$ cat src/rtl/hdmi_acr_pkg.sv
// Shared types, tables and packing helpers for the HDMI ACR packet source.
// Optional CTS averaging is selected with the ACR_CTS_AVERAGE_EN macro in acr_packet_gen.
package hdmi_acr_pkg;

    typedef enum logic [1:0] {
        ST_IDLE,
        ST_SYNC,
        ST_MEASURE
    } acr_state_e;

    localparam logic [23:0] ACR_HEADER   = {8'h00, 8'h00, 8'h01};
    localparam logic [2:0]  RATE_DEFAULT = 3'd2;

    // Code 7 is reserved and behaves as 48 kHz.
    function automatic logic [2:0] acr_rate_map(input logic [2:0] rate_sel);
        return (rate_sel == 3'd7) ? RATE_DEFAULT : rate_sel;
    endfunction

    function automatic logic [19:0] acr_n_lookup(input logic [2:0] rate);
        logic [19:0] n_val;
        case (rate)
            3'd0:    n_val = 20'd4096;
            3'd1:    n_val = 20'd6272;
            3'd2:    n_val = 20'd6144;
            3'd3:    n_val = 20'd12544;
            3'd4:    n_val = 20'd12288;
            3'd5:    n_val = 20'd25088;
            3'd6:    n_val = 20'd24576;
            default: n_val = 20'd6144;
        endcase
        return n_val;
    endfunction

    // Window length in audio ticks is N/128.
    function automatic logic [7:0] acr_window_len(input logic [2:0] rate);
        logic [19:0] n_val;
        n_val = acr_n_lookup(rate);
        return n_val[14:7];
    endfunction

    function automatic logic [55:0] acr_pack_subpacket(input logic [19:0] n_val,
                                                       input logic [19:0] cts_val);
        return {n_val[7:0], n_val[15:8], {4'd0, n_val[19:16]},
                cts_val[7:0], cts_val[15:8], {4'd0, cts_val[19:16]}, 8'd0};
    endfunction

endpackage

$ cat src/rtl/acr_packet_gen_if.sv
// Packet handshake between the ACR source (master) and the data-island scheduler (slave).
interface acr_packet_gen_if;

    logic         packet_valid;
    logic         packet_ready;
    logic [23:0]  header;
    logic [223:0] sub;

    modport master (
        output packet_valid,
        output header,
        output sub,
        input  packet_ready
    );

    modport slave (
        input  packet_valid,
        input  header,
        input  sub,
        output packet_ready
    );

endinterface

$ cat src/rtl/acr_window_counter.sv
// Measures one CTS window: counts audio ticks up to the window length and pixel
// cycles between the opening and closing ticks, saturating with an overflow flag.
module acr_window_counter
#(
    parameter int CTS_WIDTH = 20
)
(
    input  logic                 clk_pixel,
    input  logic                 reset_n,
    input  logic                 clear,
    input  logic                 start,
    input  logic                 active,
    input  logic                 audio_tick,
    input  logic [7:0]           win_len,
    output logic                 win_close,
    output logic [CTS_WIDTH-1:0] win_count,
    output logic                 overflow
);

    logic [7:0]           tick_cnt;
    logic [CTS_WIDTH-1:0] cycle_cnt;
    logic                 boundary;

    assign win_close = active && audio_tick && !overflow && (tick_cnt == win_len - 8'd1);
    assign boundary  = start || win_close;
    assign win_count = cycle_cnt;

    // A boundary tick reloads 1, so the closing tick sees the full tick-to-tick interval.
    always_ff @(posedge clk_pixel or negedge reset_n) begin
        if (!reset_n) begin
            tick_cnt  <= '0;
            cycle_cnt <= '0;
            overflow  <= 1'b0;
        end else if (clear) begin
            tick_cnt  <= '0;
            cycle_cnt <= '0;
            overflow  <= 1'b0;
        end else if (boundary) begin
            tick_cnt  <= '0;
            cycle_cnt <= CTS_WIDTH'(1);
            overflow  <= 1'b0;
        end else if (active) begin
            if (audio_tick) begin
                tick_cnt <= tick_cnt + 8'd1;
            end
            if (cycle_cnt == '1) begin
                overflow <= 1'b1;
            end else begin
                cycle_cnt <= cycle_cnt + 1'b1;
            end
        end
    end

endmodule

$ cat src/rtl/acr_packet_gen.sv
// HDMI Audio Clock Regeneration packet source: measures CTS and offers the ACR packet.
// Define ACR_CTS_AVERAGE_EN to average 2**AVG_LOG2 windows per published CTS.
module acr_packet_gen
    import hdmi_acr_pkg::*;
#(
    parameter int CTS_WIDTH      = 20,
    parameter int AVG_LOG2       = 2,
    parameter int TIMEOUT_CYCLES = 2**20
)
(
    input  logic                 clk_pixel,
    input  logic                 reset_n,
    input  logic                 audio_tick,
    input  logic [2:0]           rate_sel,
    acr_packet_gen_if.master     pkt,
    output logic [CTS_WIDTH-1:0] cts,
    output logic [CTS_WIDTH-1:0] n,
    output logic                 locked
);

    localparam int IDLE_W = $clog2(TIMEOUT_CYCLES + 1);

    acr_state_e           state_q, state_d;
    logic [2:0]           rate_q, rate_in;
    logic [IDLE_W-1:0]    idle_cnt;
    logic                 rate_change, timeout, abort_sync, clear;
    logic                 win_start, win_active, win_close, overflow;
    logic [7:0]           win_len;
    logic [CTS_WIDTH-1:0] win_count, publish_cts, cts_q, pkt_n;
    logic                 publish, valid_q, locked_q;

    assign rate_in     = acr_rate_map(rate_sel);
    assign rate_change = (rate_in != rate_q);
    assign n           = CTS_WIDTH'(acr_n_lookup(rate_q));
    assign win_len     = acr_window_len(rate_q);
    assign timeout     = !audio_tick && (idle_cnt == IDLE_W'(TIMEOUT_CYCLES - 1));
    assign abort_sync  = rate_change || ((state_q == ST_MEASURE) && overflow);
    assign clear       = abort_sync || timeout;
    assign win_active  = (state_q == ST_MEASURE);
    assign win_start   = (state_q == ST_SYNC) && audio_tick && !clear;

    acr_window_counter #(
        .CTS_WIDTH (CTS_WIDTH)
    ) u_window (
        .clk_pixel  (clk_pixel),
        .reset_n    (reset_n),
        .clear      (clear),
        .start      (win_start),
        .active     (win_active),
        .audio_tick (audio_tick),
        .win_len    (win_len),
        .win_close  (win_close),
        .win_count  (win_count),
        .overflow   (overflow)
    );

    always_ff @(posedge clk_pixel or negedge reset_n) begin
        if (!reset_n) begin
            state_q  <= ST_IDLE;
            rate_q   <= RATE_DEFAULT;
            idle_cnt <= '0;
        end else begin
            state_q <= state_d;
            rate_q  <= rate_in;
            if (audio_tick) begin
                idle_cnt <= '0;
            end else if (idle_cnt != IDLE_W'(TIMEOUT_CYCLES)) begin
                idle_cnt <= idle_cnt + 1'b1;
            end
        end
    end

    // Timeout outranks a resync so a silent source always parks in IDLE.
    always_comb begin
        state_d = state_q;
        case (state_q)
            ST_IDLE:    if (audio_tick) state_d = ST_SYNC;
            ST_SYNC:    if (audio_tick) state_d = ST_MEASURE;
            ST_MEASURE: state_d = ST_MEASURE;
            default:    state_d = ST_IDLE;
        endcase
        if (abort_sync) state_d = ST_SYNC;
        if (timeout)    state_d = ST_IDLE;
    end

`ifdef ACR_CTS_AVERAGE_EN
    localparam int ACC_W = CTS_WIDTH + AVG_LOG2;
    localparam int SUM_W = ACC_W + 1;

    logic [ACC_W-1:0]    acc_q;
    logic [AVG_LOG2-1:0] blk_q;
    logic [SUM_W-1:0]    block_sum;

    assign block_sum   = SUM_W'(acc_q) + SUM_W'(win_count) + SUM_W'(1 << (AVG_LOG2 - 1));
    assign publish_cts = CTS_WIDTH'(block_sum >> AVG_LOG2);
    assign publish     = win_close && !clear && (blk_q == '1);

    always_ff @(posedge clk_pixel or negedge reset_n) begin
        if (!reset_n) begin
            acc_q <= '0;
            blk_q <= '0;
        end else if (clear) begin
            acc_q <= '0;
            blk_q <= '0;
        end else if (win_close) begin
            if (blk_q == '1) begin
                acc_q <= '0;
                blk_q <= '0;
            end else begin
                acc_q <= acc_q + ACC_W'(win_count);
                blk_q <= blk_q + 1'b1;
            end
        end
    end
`else
    assign publish_cts = win_count;
    assign publish     = win_close && !clear;
`endif

    // A publish wins over a transfer, so the fresh payload is offered next cycle.
    always_ff @(posedge clk_pixel or negedge reset_n) begin
        if (!reset_n) begin
            valid_q  <= 1'b0;
            locked_q <= 1'b0;
            cts_q    <= '0;
            pkt_n    <= CTS_WIDTH'(acr_n_lookup(RATE_DEFAULT));
        end else begin
            if (publish) begin
                valid_q  <= 1'b1;
                locked_q <= 1'b1;
                cts_q    <= publish_cts;
                pkt_n    <= n;
            end else if (valid_q && pkt.packet_ready) begin
                valid_q <= 1'b0;
            end
            if (clear) begin
                locked_q <= 1'b0;
            end
        end
    end

    assign pkt.packet_valid = valid_q;
    assign pkt.header       = ACR_HEADER;
    assign pkt.sub          = {4{acr_pack_subpacket(20'(pkt_n), 20'(cts_q))}};
    assign cts              = cts_q;
    assign locked           = locked_q;

endmodule

$ cat src/flat_wrapper.sv
// flat-port wrapper written by rule: the top's interface ports become plain ports
module acr_packet_gen_flat import hdmi_acr_pkg::*;
#(
    parameter int CTS_WIDTH      = 20,
    parameter int AVG_LOG2       = 2,
    parameter int TIMEOUT_CYCLES = 2**20
)
  (clk_pixel, reset_n, audio_tick, rate_sel, cts, n, locked, pkt_packet_valid, pkt_header, pkt_sub, pkt_packet_ready);
  acr_packet_gen_if pkt_i ();
  input  logic clk_pixel;
  input  logic reset_n;
  input  logic audio_tick;
  input  logic [2:0] rate_sel;
  output logic [CTS_WIDTH-1:0] cts;
  output logic [CTS_WIDTH-1:0] n;
  output logic locked;
  output wire logic [$bits(pkt_i.packet_valid)-1:0] pkt_packet_valid;
  output wire logic [$bits(pkt_i.header)-1:0] pkt_header;
  output wire logic [$bits(pkt_i.sub)-1:0] pkt_sub;
  input wire logic [$bits(pkt_i.packet_ready)-1:0] pkt_packet_ready;
  assign pkt_packet_valid = pkt_i.packet_valid;
  assign pkt_header = pkt_i.header;
  assign pkt_sub = pkt_i.sub;
  assign pkt_i.packet_ready = pkt_packet_ready;
  acr_packet_gen #(.CTS_WIDTH(CTS_WIDTH), .AVG_LOG2(AVG_LOG2), .TIMEOUT_CYCLES(TIMEOUT_CYCLES)) u_core (.clk_pixel(clk_pixel), .reset_n(reset_n), .audio_tick(audio_tick), .rate_sel(rate_sel), .pkt(pkt_i), .cts(cts), .n(n), .locked(locked));
endmodule
$ cat config.mk
export PLATFORM = sky130hd
export DESIGN_NAME = acr_packet_gen_flat
export DESIGN_NICKNAME = d
export VERILOG_FILES = /design/src/rtl/hdmi_acr_pkg.sv /design/src/rtl/acr_packet_gen_if.sv /design/src/rtl/acr_window_counter.sv /design/src/rtl/acr_packet_gen.sv /design/src/flat_wrapper.sv
export SDC_FILE = /design/constraint.sdc
export NUM_CORES = 1
export LEC_CHECK = 0
export BUFFER_PORTS_ARGS = -buffer_cell sky130_fd_sc_hd__buf_2
export CAP_MARGIN = 25
export CORE_ASPECT_RATIO = 0.9
export CORE_MARGIN = 3
export CORE_UTILIZATION = 44
export CTS_BUF_LIST = sky130_fd_sc_hd__clkbuf_8
export DETAILED_ROUTE_END_ITERATION = 10
export PLACE_DENSITY = 0.85
export SLEW_MARGIN = 25
export SYNTH_ARGS = -nofsm -noshare
export SYNTH_HDL_FRONTEND = slang
export SYNTH_SLANG_ARGS = --single-unit
$ cat constraint.sdc
create_clock -name clk_pixel -period 3.7 [get_ports clk_pixel]
set_clock_uncertainty 0.2 [all_clocks]
set_input_delay 0.74 -clock clk_pixel [delete_from_list [all_inputs] [get_ports clk_pixel]]
set_output_delay 0.74 -clock clk_pixel [all_outputs]
set_load 0.01 [all_outputs]
Yosys cells after proc, flatten, opt, wreduce, memory -nomap -nowiden
Index checks and enable logic that the tools add are counted.
Widths: inputs -> output; s select.
{ "totals": {"output_inout_bits": 290, "register_bits": 97} }
{ "classes": {"eq_ne": 16, "n_addsub": 4, "reduce_logical": 27, "muxes": 25} }
{ "op_table": {"columns": ["operator", "n"], "rows": [
  ["$pmux 15 s6", 1],
  ["$mux 20", 4],
  ["$mux 21", 2],
  ["$mux 8", 4],
  ["$add 21x1->21 const B", 1],
  ["$eq 21x20->1 const B", 1],
  ["$ne 21x21->1 const B", 1],
  ["$add 20x1->20 const B", 1],
  ["$eq 20x20->1 const B", 1],
  ["$eq 3x3->1 const B", 4],
  ["$logic_and 1x1->1", 9],
  ["$reduce_bool 3->1", 3],
  ["$add 8x1->8 const B", 1],
  ["$eq 8x8->1", 1],
  ["$mux 1", 8],
  ["$mux 2", 4],
  ["$ne 4x2->1 const B", 2],
  ["$reduce_and 2->1", 4],
  ["$sub 8x1->8 const B", 1],
  ["$pmux 2 s3", 1],
  ["$reduce_bool 2->1", 3],
  ["$eq 3x1->1 const B", 1],
  ["$eq 3x2->1 const B", 1],
  ["$logic_not 1->1", 3],
  ["other kinds (8)", 10]
]} }

Depth between registers and ports, before layout
Gate-level depths: netlist of the first run.
{ "depth": {"word_depth": 10, "depth_mapped": 11} }

Cells and area by module
From an unflattened synthesis of the first run, not the netlist that was laid out.
{ "hier_totals": {"hier_cells": 678, "area_unflattened_um2": 6470.0} }
{ "modules_own_cells": {"columns": ["module", "seq_area_each_um2", "cells_per_inst", "instances", "area_per_inst_um2"], "rows": [
  ["acr_packet_gen", 1380.1, 481, 1, 4621.9],
  ["acr_window_counter", 725.7, 197, 1, 1848.0]
]} }

Worst setup path after synthesis of the first run
OpenSTA, ideal clock, no wires.
{ "synth_timing": {"path_type": "flip-flop to flip-flop", "from": "register u_core.rate_q[1]", "to": "register u_core.cts_q[0], in the netlist u_core.cts[0]", "n_path_buf": 1, "setup_ps": 125, "t_required_ps": 3375, "setup_slack_ps": 535, "stages_incl_launch_ff": 12, "arrival_time_ps": 2840, "cell_sequence": "dfstp_2 > nand2_1 > nor2_1 > inv_1 > ha_1 > xnor2_1 > or3_1 > a211oi_4 > o221ai_4 > nor2_8 > buf_12 > mux2_4"} }
{ "synth_between": {"elab_chain_len": 6, "elab_cells_between_ends": 15, "cone_classes": "add/sub: 1; eq/ne: 7; mux: 1; reduce/logical: 6"} }
{ "synth_lines": {"columns": ["element", "line_no", "source"], "rows": [
  ["start, declared", "acr_packet_gen.sv:24", "logic [2:0] rate_q, rate_in;"],
  ["start signal, assigned", "acr_packet_gen.sv:64", "rate_q <= rate_in;"],
  ["$eq 3x3->1, or another cell as far along", null, null],
  ["$pmux 15 s6 (*)", null, null],
  ["net n[8]", "flat_wrapper.sv:15", "output logic [CTS_WIDTH-1:0] n;"],
  ["$sub 8x1->8 (*)", "acr_window_counter.sv:24", "assign win_close = active && audio_tick && !overflow && (tick_cnt == win_len - 8'd1);"],
  ["$eq 8x8->1 (*)", "acr_window_counter.sv:24", null],
  ["$logic_and 1x1->1 (*)", "acr_window_counter.sv:24", null],
  ["$logic_and 1x1->1 (*)", "acr_packet_gen.sv:117", "assign publish = win_close && !clear;"],
  ["end signal, assigned", "acr_packet_gen.sv:131", "cts_q <= publish_cts;"],
  ["end, declared", "acr_packet_gen.sv:29", "logic [CTS_WIDTH-1:0] win_count, publish_cts, cts_q, pkt_n;"]
]} }
The timed path passes the listed nets; every way through them passes the cells marked *.
A chain may end at the register's enable or synchronous reset.

Worst setup path in the final report of the first run
{ "layout_timing": {"from": "register u_core.rate_q[2]", "to": "register u_core.cts_q[13], in the netlist u_core.cts[13]"} }
{ "layout_between": {"elab_chain_len": 6, "elab_cells_between_ends": 15, "cone_classes": "add/sub: 1; eq/ne: 7; mux: 1; reduce/logical: 6"} }
{ "layout_lines": {"columns": ["element", "line_no", "source"], "rows": [
  ["$eq 3x3->1, or another cell as far along", "hdmi_acr_pkg.sv:21", "case (rate)"],
  ["$pmux 15 s6", "hdmi_acr_pkg.sv:21", null],
  ["$sub 8x1->8", "acr_window_counter.sv:24", null],
  ["$eq 8x8->1", "acr_window_counter.sv:24", null],
  ["$logic_and 1x1->1", "acr_window_counter.sv:24", null],
  ["$logic_and 1x1->1 (*)", "acr_packet_gen.sv:117", null]
]} }
Every way passes the cells marked *; elsewhere a longest branch is shown, timed or not.

==> results of run 1 <==
-- per-layer routing --
metal / GRT usage (%) / share of wire (%)
met1: 16.4 / 43
met2: 21.0 / 48
met3: 4.78 / 7.8
met4: 3.51 / 0.97
met5: 0 / 0.15
-- cell families (layout without fill, tap and decap cells) --
| logic type | after synthesis | in the layout | share of synthesized area [%] |
|---|---|---|---|
| AOI/OAI and AO/OA | 43 | 43 | 4.87 |
| xor gates and xnor gates | 50 | 50 | 7.10 |
| adders and majority gates | 8 | 8 | 1.57 |
| buffers and inverters | 290 | 185 | 33.2 |
| DFF | 84 | 84 | 33.1 |
| muxes | 28 | 28 | 6.11 |
| other | 2 | 153 | 0.118 |
| and+or+nand+nor | 167 | 167 | 13.9 |
-- flip-flops by register name (all words and copies together), names as in the netlist --
register                   cells
u_core.u_window.win_count     20
u_core.cts                    20
u_core.state_q                 2
u_core.rate_q                  3
u_core.pkt.packet_valid        1
u_core.u_window.overflow       1
u_core.locked                  1
u_core.u_window.tick_cnt       8
u_core.idle_cnt               21
u_core.pkt_n                   7
-- critical path, stage by stage, from the launching register on --
cell and delay (ps):
dfrtp_1 580, nor3b_4 330, inv_1 70, ha_1 330, xnor2_1 130, or3_1 390
a211oi_4 260, o221ai_4 210, nor2_8 280, buf_12 220, mux2_4 310
-- path summary, 6_finish.rpt --
kind,start,end,slack (ps),depth (start not counted)
setup / recovery,u_core.rate_q[2],u_core.cts[13],250,10
hold / removal,reset_n,u_core.idle_cnt[14],210,1
setup reg to reg,u_core.rate_q[2],u_core.cts[13],250,10
hold reg to reg,u_core.locked,u_core.locked,340,2
max in group asynchronous,reset_n,u_core.cts[2],2580,1
min in group clk_pixel,rate_sel[1],u_core.rate_q[1],300,1
-- layout make-up --
| cell class | instances | area [sq um] |
|---|---|---|
| fill | 1339 | 8020 |
| multi-input combinational | 449 | 2710 |
| sequential | 84 | 2110 |
| timing repair buffer | 148 | 772 |
| tap | 193 | 241 |
| clock buffer | 9 | 124 |
| inverter | 21 | 78.8 |
| clock inverter | 7 | 50.0 |
-- synth_stat cells, drive strengths merged, types with 2 or more instances --
library cell and number:
o31a 2, o31ai 2, mux2 27, dfstp 3, nand3 19, o21ai 11
o22ai 2, nor4 6, xor2 22, nand2 28, and3b 2, nor2b 4
buf 265, clkbuf 4, and3 2, nor3b 2, and4 3, dfrtp 81
nor4b 2, nand3b 2, and2 2, a21oi 12, a31oi 2, nor3 8
nand4 10, ha 8, or3 8, conb 2, inv 21, xnor2 27
nor2 65, a21boi 4, nand2b 2
-- power by group --
part / switching, mW / total, mW / internal (mW)
clock network: 0.351 / 0.596 / 0.246
registers: 0.0106 / 0.935 / 0.925
logic: 0.147 / 0.188 / 0.0410
total: 0.508 / 1.72 / 1.21
-- through the flow --
| step | util (%) | cell area (sq um) |
|---|---|---|
| floorplan | - | 6930 |
| global placement | 41.9 | 5910 |
| detailed placement | 41.9 | 5910 |
| CTS | 43.1 | 6080 |
| global route | 43.1 | 6080 |
| finish | 43.1 | 6080 |
==> run_results.csv, run 1 <==
group,metric,value,unit
run_status,status,"completed",
route,drtIter0Drc,157,
sta,relSlewSlack,50.1,%
route,drcViolationCount,0,
place,gp_congestion,0.843,
sta,maxSlewViolCount,0,
sta,fmax,290,MHz
setup_path,required,3760,ps
logic_synthesis,post_synth_num_cell_types,58,
clock_tree,cts_buffers,9,
clock_tree,cts_hold_buffers,0,
logic_synthesis,synth-main-ff-cell,"dfrtp_1",
logic_synthesis,yosys-top-cells-area,"dfrtp_1 (32%), buf_4 (30%), mux2_4 (4.7%), nor2_1 (3.8%), xnor2_1 (3.7%)",
logic_synthesis,ys_seq_area_share,33.1,%
die,start_util,45.1,%
route,dr_total_vias,3888,
route,first_pass_iters,4,
die,dieHeight,120,microns
global_routing,grt_use_total,13.0,%
sta,hold_slack,210,ps
setup_path,arrival,3500,ps
clock_tree,clkSlewWorstSetupHoldPaths,90,ps
clock_tree,cts-htree-levels,3,
logic_synthesis,syn-cell-area,0.00637,sq mm
finish,final_common_cell,"conb_1",
place,dp.cells,895,
sta,setup-tns-final,0,ps
finish,diodes,0,
logic_synthesis,ys_ff_latch,84,
clock_tree,cts_max_path_buffers,2,
die,die_x,133,microns
setup_path,endpoint_kind,"flop",
logic_synthesis,ys_warn_count,0,
die,core,0.0141,sq mm
global_routing,antenna_found_initial,1,
setup_path,worstPathMaxFanout,17,
flow_run,maxCapViolCount,0,
logic_synthesis,synth_largest_area_cell,"dfrtp_1",
global_routing,first_global_vias,3297,
sta,hold_viol,0,
route,viasPerCell,4.27,
die,die_area,0.0159,sq mm
pwr,power,1.72,mW
place,place_hpwl,8.41,mm
clock_tree,cts_tree,"built",
finish,drive_above_1_share,28.7,%
setup_path,crit_type,"flop to flop",
clock_tree,cts-root-buf,"clkbuf_8",
die,core.rowCount,41,
global_routing,overflow,0,
route,wl,11.1,mm
clock_tree,ctsResizeCount,0,
finish,mostFrequentLayoutCells,"conb_1 (153), buf_2 (142), dfrtp_1 (81), nor2_1 (64), nand2_1 (28)",
setup_path,start_kind,"flop",
clock_tree,numClockSinks,84,
sta,rsz0062_at_grt,"false",
pwr,p_leak,3.23,nW
sta,tightest_slew,749,ps
die,io_pins,297,
global_routing,grt_first_pass_wirelength,16.7,mm
clock_tree,postCtsSetupBuffers,0,
logic_synthesis,netlist_instances,672,
pwr,pwr_density_cell,283,mW/mm^2
place,dp_worst_setup_slack,249,ps
logic_synthesis,synth_edf_count,0,
finish,layout.nets,728,
worst_hold_path,hold_class,"primary input to async pin",
logic_synthesis,syn_avg_cell_area,9.47,sq um
route,wl_per_cell,12.2,microns
finish,final_cells,911,
clock_tree,clock_latency,370,ps
logic_synthesis,yosys.area.top_type_share,31.8,%
finish,area_growth_syn_to_layout,-4.42,%
global_routing,grt_start_max_net_pins,85,
route,ant_nets,0,
logic_synthesis,synthArstFlopShare,100,%
pwr,max-vdd-ir-drop,161,uV
sta,min_period,3450,ps
sta,worst_slack,255,ps
sta,fin_crit_sh,93.1,%
sta,setup_viol,0,
place,io_buffers,143,
(Power assumes the default switching activity.)
==> run 2, diff against run 1 <==
--- a/config.mk
+++ b/config.mk
@@ -13,6 +13,7 @@
 export CTS_BUF_LIST = sky130_fd_sc_hd__clkbuf_8
 export DETAILED_ROUTE_END_ITERATION = 10
 export PLACE_DENSITY = 0.85
+export SETUP_SLACK_MARGIN = 0.5
 export SLEW_MARGIN = 25
 export SYNTH_ARGS = -nofsm -noshare
 export SYNTH_HDL_FRONTEND = slang
==> run 2 against run 1 <==
Net effect: hold slack worse by 5.3 ps; sequential power about the same; die area unchanged; critical path depth unchanged; non-clock buffer count up 11; combinational power up 4%; power up 0.49%; sequential share of layout area down 0.49 points; global-route usage up 0.061 points.
==> run_results.csv, run 2 (synthesis gave the netlist of run 1 again) <==
group,metric,value,unit
die,io_pins,297,
route,drtIter0Drc,146,
clock_tree,cts_max_path_buffers,2,
pwr,p_switching,0.511,mW
route,dr_total_vias,3933,
clock_tree,clkSlewWorstSetupHoldPaths,80,ps
sta,min_period,3040,ps
clock_tree,cts-htree-levels,3,
place,dp.cells,895,
pwr,combPwrFrac,11.3,%
sta,fmax,329,MHz
setup_path,path_cells,"nand2_1, nor2_2, inv_1, ha_1, or3_1, o311ai_1, o221ai_4, nor2_8, buf_12, mux2_4",
die,die_x,133,microns
pwr,max-vdd-ir-drop,161,uV
route,ant_nets,0,
route,first_pass_iters,4,
setup_path,crit_type,"flop to flop",
pwr,clockPowerShare,34.6,%
setup_path,cpPeakStageDelay,540,ps
clock_tree,cts_hold_buffers,0,
die,core.rowCount,41,
finish,layout.nets,739,
setup_path,crit_slowest_cell,"dfstp_2",
route,wl_per_cell,12.2,microns
place,place_area,0.00591,sq mm
clock_tree,cts_buffers,9,
sta,relSlewSlack,49.3,%
run_status,status,"completed",
sta,fin_crit_sh,82.1,%
die,dieHeight,120,microns
sta,rsz0062_at_grt,"false",
clock_tree,cts-root-buf,"clkbuf_8",
global_routing,overflow,0,
pwr,p_leak,3.28,nW
pwr,intPower,1.22,mW
route,wl,11.3,mm
setup_path,arrival,3100,ps
global_routing,grt_first_pass_wirelength,16.8,mm
sta,tightest_slew,760,ps
flow_run,maxCapViolCount,0,
worst_hold_path,hold_class,"primary input to async pin",
setup_path,worstPathMaxFanout,17,
global_routing,grt_start_max_net_pins,85,
place,gp_congestion,0.843,
finish,final_cells,922,
sta,maxSlewViolCount,0,
finish,largest_reg_flops,21,
finish,final_area,0.00618,sq mm
sta,hold_slack,205,ps
clock_tree,numClockSinks,84,
finish,drive_above_1_share,30.2,%
sta,setup-tns-final,0,ps
route,viasPerCell,4.27,
global_routing,antenna_found_initial,1,
setup_path,endpoint_kind,"flop",
finish,top_register,"u_core.idle_cnt",
finish,diodes,0,
die,start_util,45.1,%
global_routing,first_global_vias,3321,
route,drcViolationCount,0,
finish,area_growth_syn_to_layout,-2.99,%
die,die_area,0.0159,sq mm
place,io_buffers,143,
place,place_hpwl,8.41,mm
finish,mostFrequentLayoutCells,"conb_1 (153), buf_2 (142), dfrtp_1 (80), nor2_1 (63), nand2_1 (28)",
finish,final_common_cell,"conb_1",
setup_path,cp_top_family,"simple AND/OR/NAND/NOR gates",
setup_path,start_kind,"flop",
clock_tree,cts_tree,"built",
sta,setup_viol,0,
global_routing,grt_use_total,13.0,%
setup_path,required,3760,ps
setup_path,critPathBufInv,2,
pwr,seqPwrFrac,54.1,%
pwr,p_sw_share,29.6,%
die,core,0.0141,sq mm
sta,hold_viol,0,
clock_tree,clock_latency,370,ps
pwr,pwr_density_cell,280,mW/mm^2
-- run 2: changes by cell type in the layout (fill, tap and decap cells not counted), sizes merged --
cell,change
buf,+11
-- run 2: area by class of cell --
class / count / area (sq um)
timing repair buffer: 159 / 855
clock buffer: 9 / 124
clock inverter: 7 / 50.0
multi-input combinational: 449 / 2720
sequential: 84 / 2110
inverter: 21 / 78.8
fill: 1336 / 7930
tap: 193 / 241
-- run 2: metrics by stage --
| step | total power [mW] | worst slack, ps | util, % |
|---|---|---|---|
| after CTS | 1.74 | 507 | 43.3 |
| after detailed placement | 1.14 | 249 | 41.9 |
| after global placement | 1.13 | 389 | 41.9 |
| after global routing | 1.81 | 499 | 43.8 |
| final | 1.73 | 663 | 43.8 |
| after floorplan | 1.22 | 535 | - |
-- run 2: worst paths after layout --
kind / slack [ps] / depth (start not counted) / to / from
max in group asynchronous: 2550 / 1 / u_core.rate_q[2] / reset_n
min in group clk_pixel: 300 / 1 / u_core.rate_q[1] / rate_sel[1]
setup reg to reg: 660 / 10 / u_core.cts[15] / u_core.rate_q[1]
setup / recovery: 660 / 10 / u_core.cts[15] / u_core.rate_q[1]
hold / removal: 200 / 1 / u_core.idle_cnt[14] / reset_n
hold reg to reg: 350 / 2 / u_core.pkt.packet_valid / u_core.pkt.packet_valid
-- run 2: worst reg2reg max path, delay by kind of cell (launching register included) --
family / cells / cell delay, ps
adders and majority gates: 1 / 260
muxes: 1 / 320
and+or+nand+nor: 4 / 730
DFF: 1 / 540
buffers and inverters: 2 / 260
AOI/OAI and AO/OA: 2 / 620
-- run 2: what timing repair did --
action	in CTS	in global routing
setup endpoints to repair	27	55
gates resized for setup	1	2
setup buffers	4	7
pin swaps	1	4
cloned	0	0
-- run 2: power groups by stage --
stage	sequential [mW]	combinational [mW]	clock, mW
final	0.935	0.196	0.598
after global routing	0.936	0.222	0.656
after CTS	0.935	0.185	0.616
after detailed placement	0.953	0.184	0
after global placement	0.953	0.181	0
after floorplan	0.950	0.267	0
-- run 2: per-layer routing --
metal  global-route usage (%)  up-vias  wire length (microns)
met3                     4.78       14                    915
met4                     3.51        2                    120
met5                        0        -                     17
met2                     21.1      164                   5500
li1                         -     1888                      -
met1                     16.4     1865                   4740
==> run 3, diff against run 2 <==
--- a/config.mk
+++ b/config.mk
@@ -12,7 +12,7 @@
 export CORE_UTILIZATION = 44
 export CTS_BUF_LIST = sky130_fd_sc_hd__clkbuf_8
 export DETAILED_ROUTE_END_ITERATION = 10
-export PLACE_DENSITY = 0.85
+export PLACE_DENSITY = 0.88
 export SETUP_SLACK_MARGIN = 0.5
 export SLEW_MARGIN = 25
 export SYNTH_ARGS = -nofsm -noshare
==> constraint.sdc (replaced) <==
create_clock -name clk_pixel -period 2.4 [get_ports clk_pixel]
set_clock_uncertainty 0.2 [all_clocks]
set_input_delay 0.48 -clock clk_pixel [delete_from_list [all_inputs] [get_ports clk_pixel]]
set_output_delay 0.48 -clock clk_pixel [all_outputs]
set_load 0.01 [all_outputs]
==> run 3 against run 2 <==
Net effect: the flow now finishes with violations (negative setup slack); sequential power is 54% higher; hold slack worse by 100 ps; global-route usage is 1.0 points higher; critical path depth is 1 higher; via count is 7.5% higher; non-clock buffer count is 56 higher; sequential share of layout area is 3.6 points lower; clock power is 71% higher; critical path type unchanged.
==> run_results.csv, run 3 (synthesis gave the netlist of run 1 again) <==
group,metric,value,unit
clock_tree,cts-root-buf,"clkbuf_8",
global_routing,antenna_found_initial,0,
die,core,0.0141,sq mm
clock_tree,cts_tree,"built",
sta,maxSlewViolCount,0,
setup_path,arrival,2950,ps
run_status,status,"complete, but fails checks",
sta,min_period,2890,ps
clock_tree,cts-htree-levels,3,
setup_path,r2r-end,"u_core.cts[19]",
sta,fmax,346,MHz
global_routing,grt_use_total,14.0,%
finish,final.fill_count,1239,
finish,largest_reg_flops,21,
global_routing,first_global_vias,3703,
finish,final_common_cell,"conb_1",
route,ant_nets,0,
die,io_pins,297,
clock_tree,cts_max_path_buffers,2,
run_status,failed_checks,"negative setup slack",
place,place_hpwl,8.94,mm
setup_path,endpoint_kind,"flop",
global_routing,grtUsageMet1,17.2,%
route,viasPerCell,4.33,
route,wl_per_cell,12.6,microns
finish,layout.nets,795,
setup_path,r2r-start,"u_core.rate_q[1]",
route,drtIter0Drc,171,
route,wl,12.3,mm
sta,setup_viol,59,
place,dp.cells,934,
global_routing,grt_start_max_net_pins,43,
sta,fin_crit_sh,120,%
setup_path,reg2regPathDepth,11,
setup_path,crit_type,"flop to flop",
flow_run,maxCapViolCount,0,
global_routing,overflow,0,
global_routing,met3_usage,3.23,%
die,die_x,133,microns
sta,hold_viol,0,
route,dr_total_vias,4228,
die,die_area,0.0159,sq mm
route,drcViolationCount,0,
die,core.rowCount,41,
pwr,pwr_density_cell,417,mW/mm^2
sta,worst_slack,-492,ps
die,start_util,45.1,%
finish,final_cells,977,
setup_path,start_kind,"flop",
sta,setup-tns-final,-24820,ps
setup_path,critPathLaunch,"u_core.rate_q[1]",
pwr,max-vdd-ir-drop,302,uV
setup_path,worstPathMaxFanout,9,
finish,diodes,0,
sta,rsz0062_at_grt,"true",
finish,multi_input_area,0.00288,sq mm
die,dieHeight,120,microns
global_routing,met2_usage,24.9,%
finish,top_register,"u_core.idle_cnt",
worst_hold_path,whs_path_depth,2,
setup_path,required,2460,ps
clock_tree,cts_buffers,9,
place,place_area,0.00626,sq mm
finish,final_area,0.00693,sq mm
worst_hold_path,holdCritStartpoint,"pkt_packet_ready",
finish,area_growth_syn_to_layout,8.88,%
finish,drive_above_1_share,39.0,%
pwr,power,2.89,mW
clock_tree,clock_latency,370,ps
route,first_pass_iters,4,
place,io_buffers,143,
pwr,p_leak,3.64,nW
global_routing,grt_busiest_layer,"met2",
worst_hold_path,hold_class,"primary input to flop",
setup_path,rrSetupSlack,-490,ps
clock_tree,numClockSinks,84,
worst_hold_path,whs_endpoint,"u_core.pkt.packet_valid",
global_routing,grt_first_pass_wirelength,18.2,mm
finish,seqCellArea,0.00212,sq mm
sta,hold_slack,104,ps
clock_tree,clkSlewWorstSetupHoldPaths,90,ps
place,gp_congestion,0.828,
finish,mostFrequentLayoutCells,"conb_1 (153), buf_2 (138), dfrtp_1 (73), nor2_1 (59), buf_4 (47)",
-- run 3: cell types whose count changed in the layout (fill, tap and decap cells not counted), moves of 4 or more --
cell / before / now
mux2_2: 7 / 0
buf_2: 142 / 138
inv_1: 21 / 17
mux2_4: 20 / 27
buf_4: 15 / 47
nor2_1: 63 / 59
dfrtp_1: 80 / 73
buf_6: 1 / 25
dfrtp_2: 1 / 8
-- run 3: final cells by class --
class / instances / share of cell area [%]
multi-input combinational: 449 / 41.5
sequential: 84 / 30.5
timing repair buffer: 215 / 20.5
tap: 193 / 3.48
clock buffer: 9 / 1.79
inverter: 21 / 1.17
clock inverter: 6 / 1.01
-- run 3: worst max-delay path by stage --
stage	to	slack (ps)
after floorplan	u_core.cts[0]	-580
after global placement	u_core.cts[12]	-440
after detailed placement	u_core.pkt_n[9]	-490
after CTS	u_core.cts[15]	-480
after global routing	u_core.cts[1]	-580
final	u_core.cts[19]	-490
-- run 3: what timing repair did --
item / 4_1_cts / 5_1_grt
hold buffers: 1 / 0
hold endpoints to repair: 23 / 0
endpoints found under the setup margin: 68 / 74
setup buffers: 15 / 8
cloned: 3 / 1
pin swaps: 7 / 7
resized for setup: 39 / 30
-- run 3: routing by layer --
layer,vias up,routed length (microns)
met5,-,0
met4,0,155
met3,19,812
met2,187,6480
met1,2034,4830
li1,1988,-
-- run 3: critical path, stage by stage (launching register included) --
cell and delay, ps:
dfstp_2 560, nand2_2 90, nor2_4 120, inv_2 60, ha_4 230, xnor2_1 110
or3_4 380, a211oi_4 190, o221ai_4 170, nor2_8 170, clkbuf_16 190, mux2_4 290
-- run 3: metrics by stage --
stage / utilization, % / worst slack (ps)
global placement: 44.4 / -435
finish: 49.1 / -492
global route: 49.1 / -575
floorplan: - / -582
CTS: 47.8 / -482
detailed placement: 44.4 / -488
-- run 3: power by group --
group / leakage, nW / internal, mW / total, mW / switching (mW)
combinational: 2.40 / 0.160 / 0.433 / 0.272
clock: 0.101 / 0.488 / 1.02 / 0.531
sequential: 1.14 / 1.43 / 1.44 / 0.0138
total: 3.64 / 2.07 / 2.89 / 0.817
